<file path="config.mk">
export PLATFORM = sky130hd
export DESIGN_NAME = edge_det_flt
export DESIGN_NICKNAME = d
export VERILOG_FILES = /design/src/rtl/edge_det_flt_pkg.sv /design/src/rtl/edge_det_flt_ch.sv /design/src/rtl/edge_det_flt.sv
export SDC_FILE = /design/constraint.sdc
export NUM_CORES = 1
export LEC_CHECK = 0
export ABC_AREA = 1
export CORE_MARGIN = 1
export CORE_UTILIZATION = 51
export CTS_CLUSTER_DIAMETER = 60
export DETAILED_ROUTE_END_ITERATION = 8
export GPL_TIMING_DRIVEN = 0
export HOLD_SLACK_MARGIN = 0.03
export PLACE_DENSITY = 0.86
export SYNTH_ARGS = -nofsm -noshare
export SYNTH_HDL_FRONTEND = slang
export SYNTH_HIERARCHICAL = 1
export SYNTH_SLANG_ARGS = --single-unit
</file>
<file path="constraint.sdc">
create_clock -name clk_i -period 2.1 [get_ports clk_i]
set_input_delay 0.21 -clock clk_i [delete_from_list [all_inputs] [get_ports clk_i]]
set_output_delay 0.21 -clock clk_i [all_outputs]
set_load 0.05 [all_outputs]
</file>
<file path="src/rtl/edge_det_flt_pkg.sv">
// Shared types and default parameter values for the edge_det_flt block.
package edge_det_flt_pkg;

  typedef enum logic [1:0] {
    MODE_OFF  = 2'b00,
    MODE_RISE = 2'b01,
    MODE_FALL = 2'b10,
    MODE_BOTH = 2'b11
  } mode_e;

  localparam int STAGE_DEF     = 2;
  localparam int CH_NUM_DEF    = 8;
  localparam int FLT_WIDTH_DEF = 4;
  localparam int CNT_WIDTH_DEF = 8;

endpackage

</file>
<file path="src/rtl/edge_det_flt_ch.sv">
// One channel: synchroniser, glitch filter, edge detect, sticky pending flag and
// an optional saturating event counter (built only with EDGE_DET_FLT_CNT_EN).
module edge_det_flt_ch
  import edge_det_flt_pkg::*;
#(
  parameter int STAGE     = STAGE_DEF,
  parameter int FLT_WIDTH = FLT_WIDTH_DEF,
  parameter int CNT_WIDTH = CNT_WIDTH_DEF
) (
  input  logic                 clk_i,
  input  logic                 rst_i,
  input  logic                 dat_i,
  input  logic [FLT_WIDTH-1:0] flt_thr_i,
  input  logic [1:0]           mode_i,
  input  logic                 clr_i,
  output logic                 dat_o,
  output logic                 re_o,
  output logic                 fe_o,
  output logic                 evt_o,
  output logic                 pend_o,
  output logic [CNT_WIDTH-1:0] cnt_o
);

  logic [STAGE-1:0]     sync_q;
  logic                 sync;
  logic                 filt_q;
  logic                 filt_d_q;
  logic [FLT_WIDTH-1:0] flt_cnt_q;
  logic                 pend_q;
  logic                 evt;

  // NOTE: sequential state uses non-blocking assignments so every flop samples
  // pre-edge values; blocking here would collapse the synchroniser chain.
  always_ff @(posedge clk_i) begin
    if (rst_i) sync_q <= '0;
    else       sync_q <= {sync_q[STAGE-2:0], dat_i};
  end

  assign sync = sync_q[STAGE-1];

  // '>=' rather than '==' so a threshold lowered below a running count
  // commits the new level on the very next edge.
  always_ff @(posedge clk_i) begin
    if (rst_i) begin
      filt_q    <= 1'b0;
      filt_d_q  <= 1'b0;
      flt_cnt_q <= '0;
    end else begin
      filt_d_q <= filt_q;
      if (sync == filt_q) begin
        flt_cnt_q <= '0;
      end else if (flt_cnt_q >= flt_thr_i) begin
        filt_q    <= sync;
        flt_cnt_q <= '0;
      end else begin
        flt_cnt_q <= flt_cnt_q + FLT_WIDTH'(1);
      end
    end
  end

  assign dat_o = filt_q;
  assign re_o  = filt_q & ~filt_d_q;
  assign fe_o  = ~filt_q & filt_d_q;

  always_comb begin
    // NOTE: default assignment first so no path leaves evt unassigned (no latch).
    evt = 1'b0;
    case (mode_e'(mode_i))
      MODE_RISE: evt = re_o;
      MODE_FALL: evt = fe_o;
      MODE_BOTH: evt = re_o | fe_o;
      default:   evt = 1'b0;
    endcase
  end

  assign evt_o = evt;

  // A new event outranks a simultaneous clear so it is never lost.
  always_ff @(posedge clk_i) begin
    if (rst_i)      pend_q <= 1'b0;
    else if (evt)   pend_q <= 1'b1;
    else if (clr_i) pend_q <= 1'b0;
  end

  assign pend_o = pend_q;

`ifdef EDGE_DET_FLT_CNT_EN
  logic [CNT_WIDTH-1:0] evt_cnt_q;

  always_ff @(posedge clk_i) begin
    if (rst_i) begin
      evt_cnt_q <= '0;
    end else if (clr_i) begin
      evt_cnt_q <= evt ? CNT_WIDTH'(1) : '0;
    end else if (evt && (evt_cnt_q != '1)) begin
      evt_cnt_q <= evt_cnt_q + CNT_WIDTH'(1);
    end
  end

  assign cnt_o = evt_cnt_q;
`else
  assign cnt_o = '0;
`endif

endmodule

</file>
<file path="src/rtl/edge_det_flt.sv">
// Multi-channel filtered edge detector with interrupt OR. Optional per-channel
// event counters are enabled by defining EDGE_DET_FLT_CNT_EN.
module edge_det_flt
  import edge_det_flt_pkg::*;
#(
  parameter int STAGE     = STAGE_DEF,     // 2..4
  parameter int CH_NUM    = CH_NUM_DEF,
  parameter int FLT_WIDTH = FLT_WIDTH_DEF,
  parameter int CNT_WIDTH = CNT_WIDTH_DEF
) (
  input  logic                        clk_i,
  input  logic                        rst_i,
  input  logic [CH_NUM-1:0]           dat_i,
  input  logic [FLT_WIDTH-1:0]        flt_thr_i,
  input  logic [2*CH_NUM-1:0]         mode_i,
  input  logic [CH_NUM-1:0]           clr_i,
  output logic [CH_NUM-1:0]           dat_o,
  output logic [CH_NUM-1:0]           re_o,
  output logic [CH_NUM-1:0]           fe_o,
  output logic [CH_NUM-1:0]           evt_o,
  output logic [CH_NUM-1:0]           pend_o,
  output logic                        irq_o,
  output logic [CH_NUM*CNT_WIDTH-1:0] cnt_o
);

  for (genvar n = 0; n < CH_NUM; n++) begin : g_ch
    edge_det_flt_ch #(
      .STAGE     (STAGE),
      .FLT_WIDTH (FLT_WIDTH),
      .CNT_WIDTH (CNT_WIDTH)
    ) u_ch (
      .clk_i     (clk_i),
      .rst_i     (rst_i),
      .dat_i     (dat_i[n]),
      .flt_thr_i (flt_thr_i),
      .mode_i    (mode_i[2*n +: 2]),
      .clr_i     (clr_i[n]),
      .dat_o     (dat_o[n]),
      .re_o      (re_o[n]),
      .fe_o      (fe_o[n]),
      .evt_o     (evt_o[n]),
      .pend_o    (pend_o[n]),
      .cnt_o     (cnt_o[n*CNT_WIDTH +: CNT_WIDTH])
    );
  end

  assign irq_o = |pend_o;

endmodule

</file>
# Word level (Yosys, flattened, before mapping)
# Index checks and enable logic that the tools add are counted.
dict set report word_totals {
  reg_bits 72
  input_bits 38
  output_inout_bits 105
  wordCells 185
}
dict set report classes {
  addsub 8
  order_cmp 8
  n_eq_ne 32
  muxes 24
  n_bitwise 48
  n_reduce_logical 25
}
# cell n
set ops {}
lappend ops {{4-bit by 1-bit adder with 4-bit output, second input constant} 8}
lappend ops {{2-bit == test, second input constant} 16}
lappend ops {{4-bit >= comparator} 8}
lappend ops {{1-bit inverter} 24}
lappend ops {{1-bit one-hot mux with 3 select lines} 8}
lappend ops {{3-bit OR reduction} 8}
lappend ops {{1-bit bitwise AND} 16}
lappend ops {{2-bit by 1-bit == test with 1-bit output, second input constant} 8}
lappend ops {{1-bit two-way mux} 16}
lappend ops {{2-bit AND reduction} 8}
lappend ops {{2-bit nonzero test} 8}
lappend ops {{1-bit == test} 8}
lappend ops {{1-bit bitwise OR} 8}
lappend ops {{8-bit OR reduction} 1}

# Logic depth before layout (Yosys ltp)
dict set report depth {
  word_depth 5
  ltp_mapped 10
  ltp_nobuf 10
}

# By module
# Netlist, hierarchy kept.
# mod instances cells_per_inst area_per_inst_um2 seq_area_each_um2
set by_module_without_submodules {}
lappend by_module_without_submodules {{edge_det_flt_ch (g_ch[0].u_ch ...)} 7 77 571.8 180.2}
lappend by_module_without_submodules {{edge_det_flt_ch (g_ch[6].u_ch)} 1 77 569.3 180.2}
lappend by_module_without_submodules {edge_det_flt 1 15 56.3 0.0}

# Least setup slack after synthesis
# Ideal clock, no wire load.
dict set report synth_path {
  path_type {register -> register}
  startpoint {register g_ch[0].u_ch.filt_q}
  endpoint {register g_ch[0].u_ch.pend_q}
  t_arrival_ps 2223
  required_ps 2039
  slack_ps -184
  stages_incl_launch_ff 7
  path_cell_list {dfxtp_1 -> inv_1 -> ha_1 -> nor2_1 -> o21ai_1 -> o21ai_0 -> inv_1}
}
dict set report synth_between {
  elab_chain_cells 5
  word_cells_on_any_way 7
}
# item line
set synth_lines {}
lappend synth_lines {{start: declaration} edge_det_flt_ch.sv:26} ;# logic filt_q;
lappend synth_lines {{start signal: assignment} edge_det_flt_ch.sv:53} ;# filt_q <= sync;
lappend synth_lines {{1-bit inverter (*)} edge_det_flt_ch.sv:63} ;# assign fe_o = ~filt_q & filt_d_q;
lappend synth_lines {{1-bit bitwise AND (*)} edge_det_flt_ch.sv:63}
lappend synth_lines {{via fe_o[0]} edge_det_flt.sv:19} ;# output logic [CH_NUM-1:0] fe_o,
lappend synth_lines {{1-bit bitwise OR} edge_det_flt_ch.sv:71} ;# MODE_BOTH: evt = re_o | fe_o;
lappend synth_lines {{1-bit one-hot mux with 3 select lines (*)} edge_det_flt_ch.sv:68} ;# case (mode_e'(mode_i))
lappend synth_lines {{via evt_o[0]} edge_det_flt.sv:20} ;# output logic [CH_NUM-1:0] evt_o,
lappend synth_lines {{1-bit two-way mux / 2-bit nonzero test (equally long branches)} n/a}
lappend synth_lines {{end signal: assignment} edge_det_flt_ch.sv:80} ;# if (rst_i) pend_q <= 1'b0;
lappend synth_lines {{end signal: assignment} edge_det_flt_ch.sv:81} ;# else if (evt) pend_q <= 1'b1;
lappend synth_lines {{end signal: assignment} edge_det_flt_ch.sv:82} ;# else if (clr_i) pend_q <= 1'b0;
lappend synth_lines {{end: declaration} edge_det_flt_ch.sv:29} ;# logic pend_q;
# The timed path passes the listed nets; every way through them passes the cells marked *.
# A chain may end at the register's enable or synchronous reset.

# Final worst setup path
dict set report layout_path {
  startpoint {register g_ch[4].u_ch.filt_q}
  endpoint {output port fe_o[4]}
}
dict set report layout_between {
  elab_chain_cells 2
}
# item line
set layout_lines {}
lappend layout_lines {{start: declaration} edge_det_flt_ch.sv:26}
lappend layout_lines {{start signal: assignment} edge_det_flt_ch.sv:53}
lappend layout_lines {{1-bit inverter} edge_det_flt_ch.sv:63}
lappend layout_lines {{1-bit bitwise AND} edge_det_flt_ch.sv:63}
lappend layout_lines {{end: declaration} edge_det_flt.sv:19}
# Every way passes these cells.

==> results_dict.tcl <==
set metrics [dict create \
    worst-endpoint-required_ns 1.89 \
    cts.hold.buffers_added 0 \
    worst-setup-path-type "flip-flop to output port" \
    ys_ff_latch 72 \
    number_of_buffers_and_inverters_on_the_critical_path 2 \
    synth_most_common_cell "sky130_fd_sc_hd__inv_1" \
    finalNonFillerCells 889 \
    synth_top_family_by_area "buffers and inverters" \
    r2r_cells 7 \
    r2r_start "g_ch[2].u_ch/dat_o" \
    clock_insertion_delay_worst_skew_ns 0.34 \
    mappedNetlistArea_um2 4630 \
    leading_post_synthesis_cells_by_cell_area "sky130_fd_sc_hd__dfxtp_1 (31%), sky130_fd_sc_hd__ha_1 (15%), sky130_fd_sc_hd__inv_1 (12%), sky130_fd_sc_hd__buf_4 (10%), sky130_fd_sc_hd__nor2_1 (6.6%)" \
    fin_worst_hold_slack_ns 0.374 \
    type_of_origin_of_the_critical_path "flip-flop" \
    timing.slew.headroom_pct 51.1 \
    r2r_end "g_ch[2].u_ch/pend_o" \
    port_buffers 78 \
    pin_count_of_the_biggest_net_entering_global_routing 33 \
    numCtsBuffers 9 \
    cts_htree_levels 3 \
    vias 3904 \
    cellInternalPower_uw 2220 \
    drc 0 \
    timing.hold.worst_endpoint "g_ch[1].u_ch/sync_q[0]" \
    ys_async_sr_fraction_pct 0 \
    synth_adder_area_share_pct 15.1 \
    antenna_cells_inserted 0 \
    clk_root_buffer_cell "sky130_fd_sc_hd__clkbuf_8" \
    post_layout_power_uw 3490 \
    worst_setup_hold_path_clk_slew_ns 0.07 \
    count_of_final_max_slew_check_failures 0 \
    setup_viol 0 \
    netSwitchingPower_uw 1270 \
    power.sequential.fraction_pct 41.8 \
    num-fill-cells 734 \
    tns_ns 0 \
    row_count 34 \
    totalWireLength_um 8810 \
    post_synth_most_frequent_cells "sky130_fd_sc_hd__inv_1 (149), sky130_fd_sc_hd__nor2_1 (81), sky130_fd_sc_hd__nand2_1 (79)" \
    remaining_antenna_violation_count_after_routing 0 \
    skew_ns 0.00406 \
    fp.dieW_um 97.3 \
    initial_core_util_pct 52.8 \
    simple_gate_portion_of_the_synthesized_area_pct 21.9 \
    first_global_vias 3776 \
    cp_slowest_stage_delay_ns 0.80 \
    post_route_clock_period_utilization_pct 96.6 \
    detailedRoute.firstIterationViolations 97 \
    synth_sequential_area_ratio_pct 31.1 \
    synth_xor_xnor_area_share_pct 3.03 \
    viasPerCell 4.39 \
    p_clk_share_pct 27.4 \
    cp_max_fo 4 \
    holdPathStages 3 \
    routedWlPerCell_um 9.91 \
    max-vdd-ir-drop_v 0.000246 \
    power.static_leakage_uw 0.00332 \
    tritoncts_clock_tree "yes" \
    fraction_of_final_layout_cells_sized_beyond_drive_strength_1_pct 19.8 \
    yosys.cell_types.count 18 \
    synth_compound_area_share_pct 4.76 \
    netlist.area_leader.share_pct 31.1 \
    area.growth.synth_to_final_pct 28.7 \
    outcome "completed" \
    rrSetupSlack_ns 0.79 \
    worst_hold_path_type "primary input to flip-flop" \
    avgSynthCellArea_um2 7.33 \
    globalRouteTotalUtil_pct 19.3 \
    netlist_instances 631 \
    power.share.combinational_pct 30.8 \
    timing_hold_violations_final 0 \
    design.portCount 143 \
    timing.max_cap.violations 0 \
    firstDrtPassIters 4 \
    globalplace.congestion 0.767 \
    worst-slew-pin-transition_ns 0.734 \
    final_util_pct 68.0 \
    rsz0062_at_grt "no" \
    synth_largest_area_cell "sky130_fd_sc_hd__dfxtp_1" \
    worst-endpoint-arrival_ns 1.82 \
    critical_path_cell_list "inv_1, ha_1, clkdlybuf4s50_1" \
    yosys_most_used_dff "sky130_fd_sc_hd__dfxtp_1" \
    gr-total-overflow 0 \
    sw_frac_of_total_pct 36.4 \
    post-route-min-period_ns 2.03 \
    synthesis.yosys.warnings 6 \
    layout.nets 870 \
    clk_path_buf_depth 2 \
    crit_path_max_delay_cell_type "sky130_fd_sc_hd__clkdlybuf4s50_1" \
    grt_antenna_before_repair 0 \
    dp_wirelength_um 7010 \
    die_h_um 97.3 \
    cp_top_family "buffers and inverters" \
    critPathCaptureType "output port" \
    fmax_mhz 493 \
    core_area_um2 8760 \
    synth_edf_count 0 \
    synth.area.mux_share_pct 0 \
    grt_first_pass_wirelength_um 15200 \
    cts.sink_count 72 \
    die-area_um2 9460 \
    dp_cells 873 \
    power_density_nw_per_um2 586 \
    hp-start "dat_i[1]" \
]
==> state kept, by name (all words and copies together), names as in the netlist <==
signal and cells:
g_ch.u_ch/dat_o 8, g_ch.u_ch/sync_q 16, g_ch.u_ch/filt_d_q 8, g_ch.u_ch/pend_o 8, g_ch.u_ch/flt_cnt_q 32
==> power by group through the flow <==
stage               combinational (uW)  sequential, uW  clock, uW
floorplan                          747            1560          0
global placement                  1050            1490          0
detailed placement                1080            1490          0
CTS                               1080            1460        978
global route                      1160            1470       1040
finish                            1070            1460        957
==> stage by stage <==
stage               cell area (um2)  setup WS (ns)
global placement               5780         -0.130
CTS                            5970         0.0384
floorplan                      4870         0.0726
detailed placement             5780         -0.200
global route                   5960        0.00224
finish                         5960         0.0720
==> placed cells by master (no fill, tap or decap), types with 22 or more instances in the layout <==
cell                                n
sky130_fd_sc_hd__buf_4             64
sky130_fd_sc_hd__nand3_1           24
sky130_fd_sc_hd__nand2_1           79
sky130_fd_sc_hd__dfxtp_1           72
sky130_fd_sc_hd__clkdlybuf4s50_1   64
sky130_fd_sc_hd__nand2_2           22
sky130_fd_sc_hd__nor2_1            81
sky130_fd_sc_hd__inv_1            149
sky130_fd_sc_hd__conb_1            64
sky130_fd_sc_hd__ha_1              56
==> layer usage <==
metal  part of all wire [%]  wire length (um)  global-route usage (%)
met1                     40              3540                    19.7
met2                     53              4700                    37.2
met3                    4.7               414                    4.39
met4                    1.8               158                    8.60
met5                      0                 0                       0
==> worst register-to-register path, delay by kind of cell, from the launching register on <==
kind / cells / cell delay (ns)
flops: 1 / 0.39
simple gates: 2 / 0.14
compound gates: 2 / 0.21
buf+inv: 2 / 0.16
fa+ha+maj: 1 / 0.30
==> timing repair <==
item	CTS	global route
pin swaps	0	0
resized for setup	24	11
setup endpoints to repair	8	8
buffers inserted	0	0
gates cloned	0	0
==> cell type report <==
class                   instances  area (um2)  share of cell area [%]
multi-input cells             391        2350                    39.4
flip-flops and latches         72        1440                    24.2
repair buffers                 78         779                    13.1
inverters                     160         601                    10.1
plain buffers                  64         480                    8.07
clock buffers                  10         138                    2.31
well taps                     108         135                    2.27
clock inverters                 6        35.0                   0.588
==> worst max-delay path by stage <==
stage,start,endpoint,slack [ns],cells after the start
after floorplan,g_ch[0].u_ch/dat_o,g_ch[0].u_ch/pend_o,0.07,6
after global placement,rst_i,g_ch[6].u_ch/flt_cnt_q[0],-0.13,6
after detailed placement,rst_i,g_ch[5].u_ch/flt_cnt_q[2],-0.20,6
after CTS,g_ch[2].u_ch/dat_o,evt_o[2],0.04,6
after global routing,g_ch[4].u_ch/dat_o,evt_o[4],0.002,6
final,g_ch[4].u_ch/dat_o,fe_o[4],0.07,3
==> logic make-up (layout without fill, tap and decap cells) <==
kind of cell | count (synthesis) | after routing
other | 8 | 64
AO/OA/AOI/OAI | 32 | 32
buffers and inverters | 224 | 318
AND/OR/NAND/NOR | 223 | 223
XOR/XNOR | 16 | 16
adder cells (fa/ha/maj) | 56 | 56
flip-flops | 72 | 72
Power figures use the tool's default switching activity.
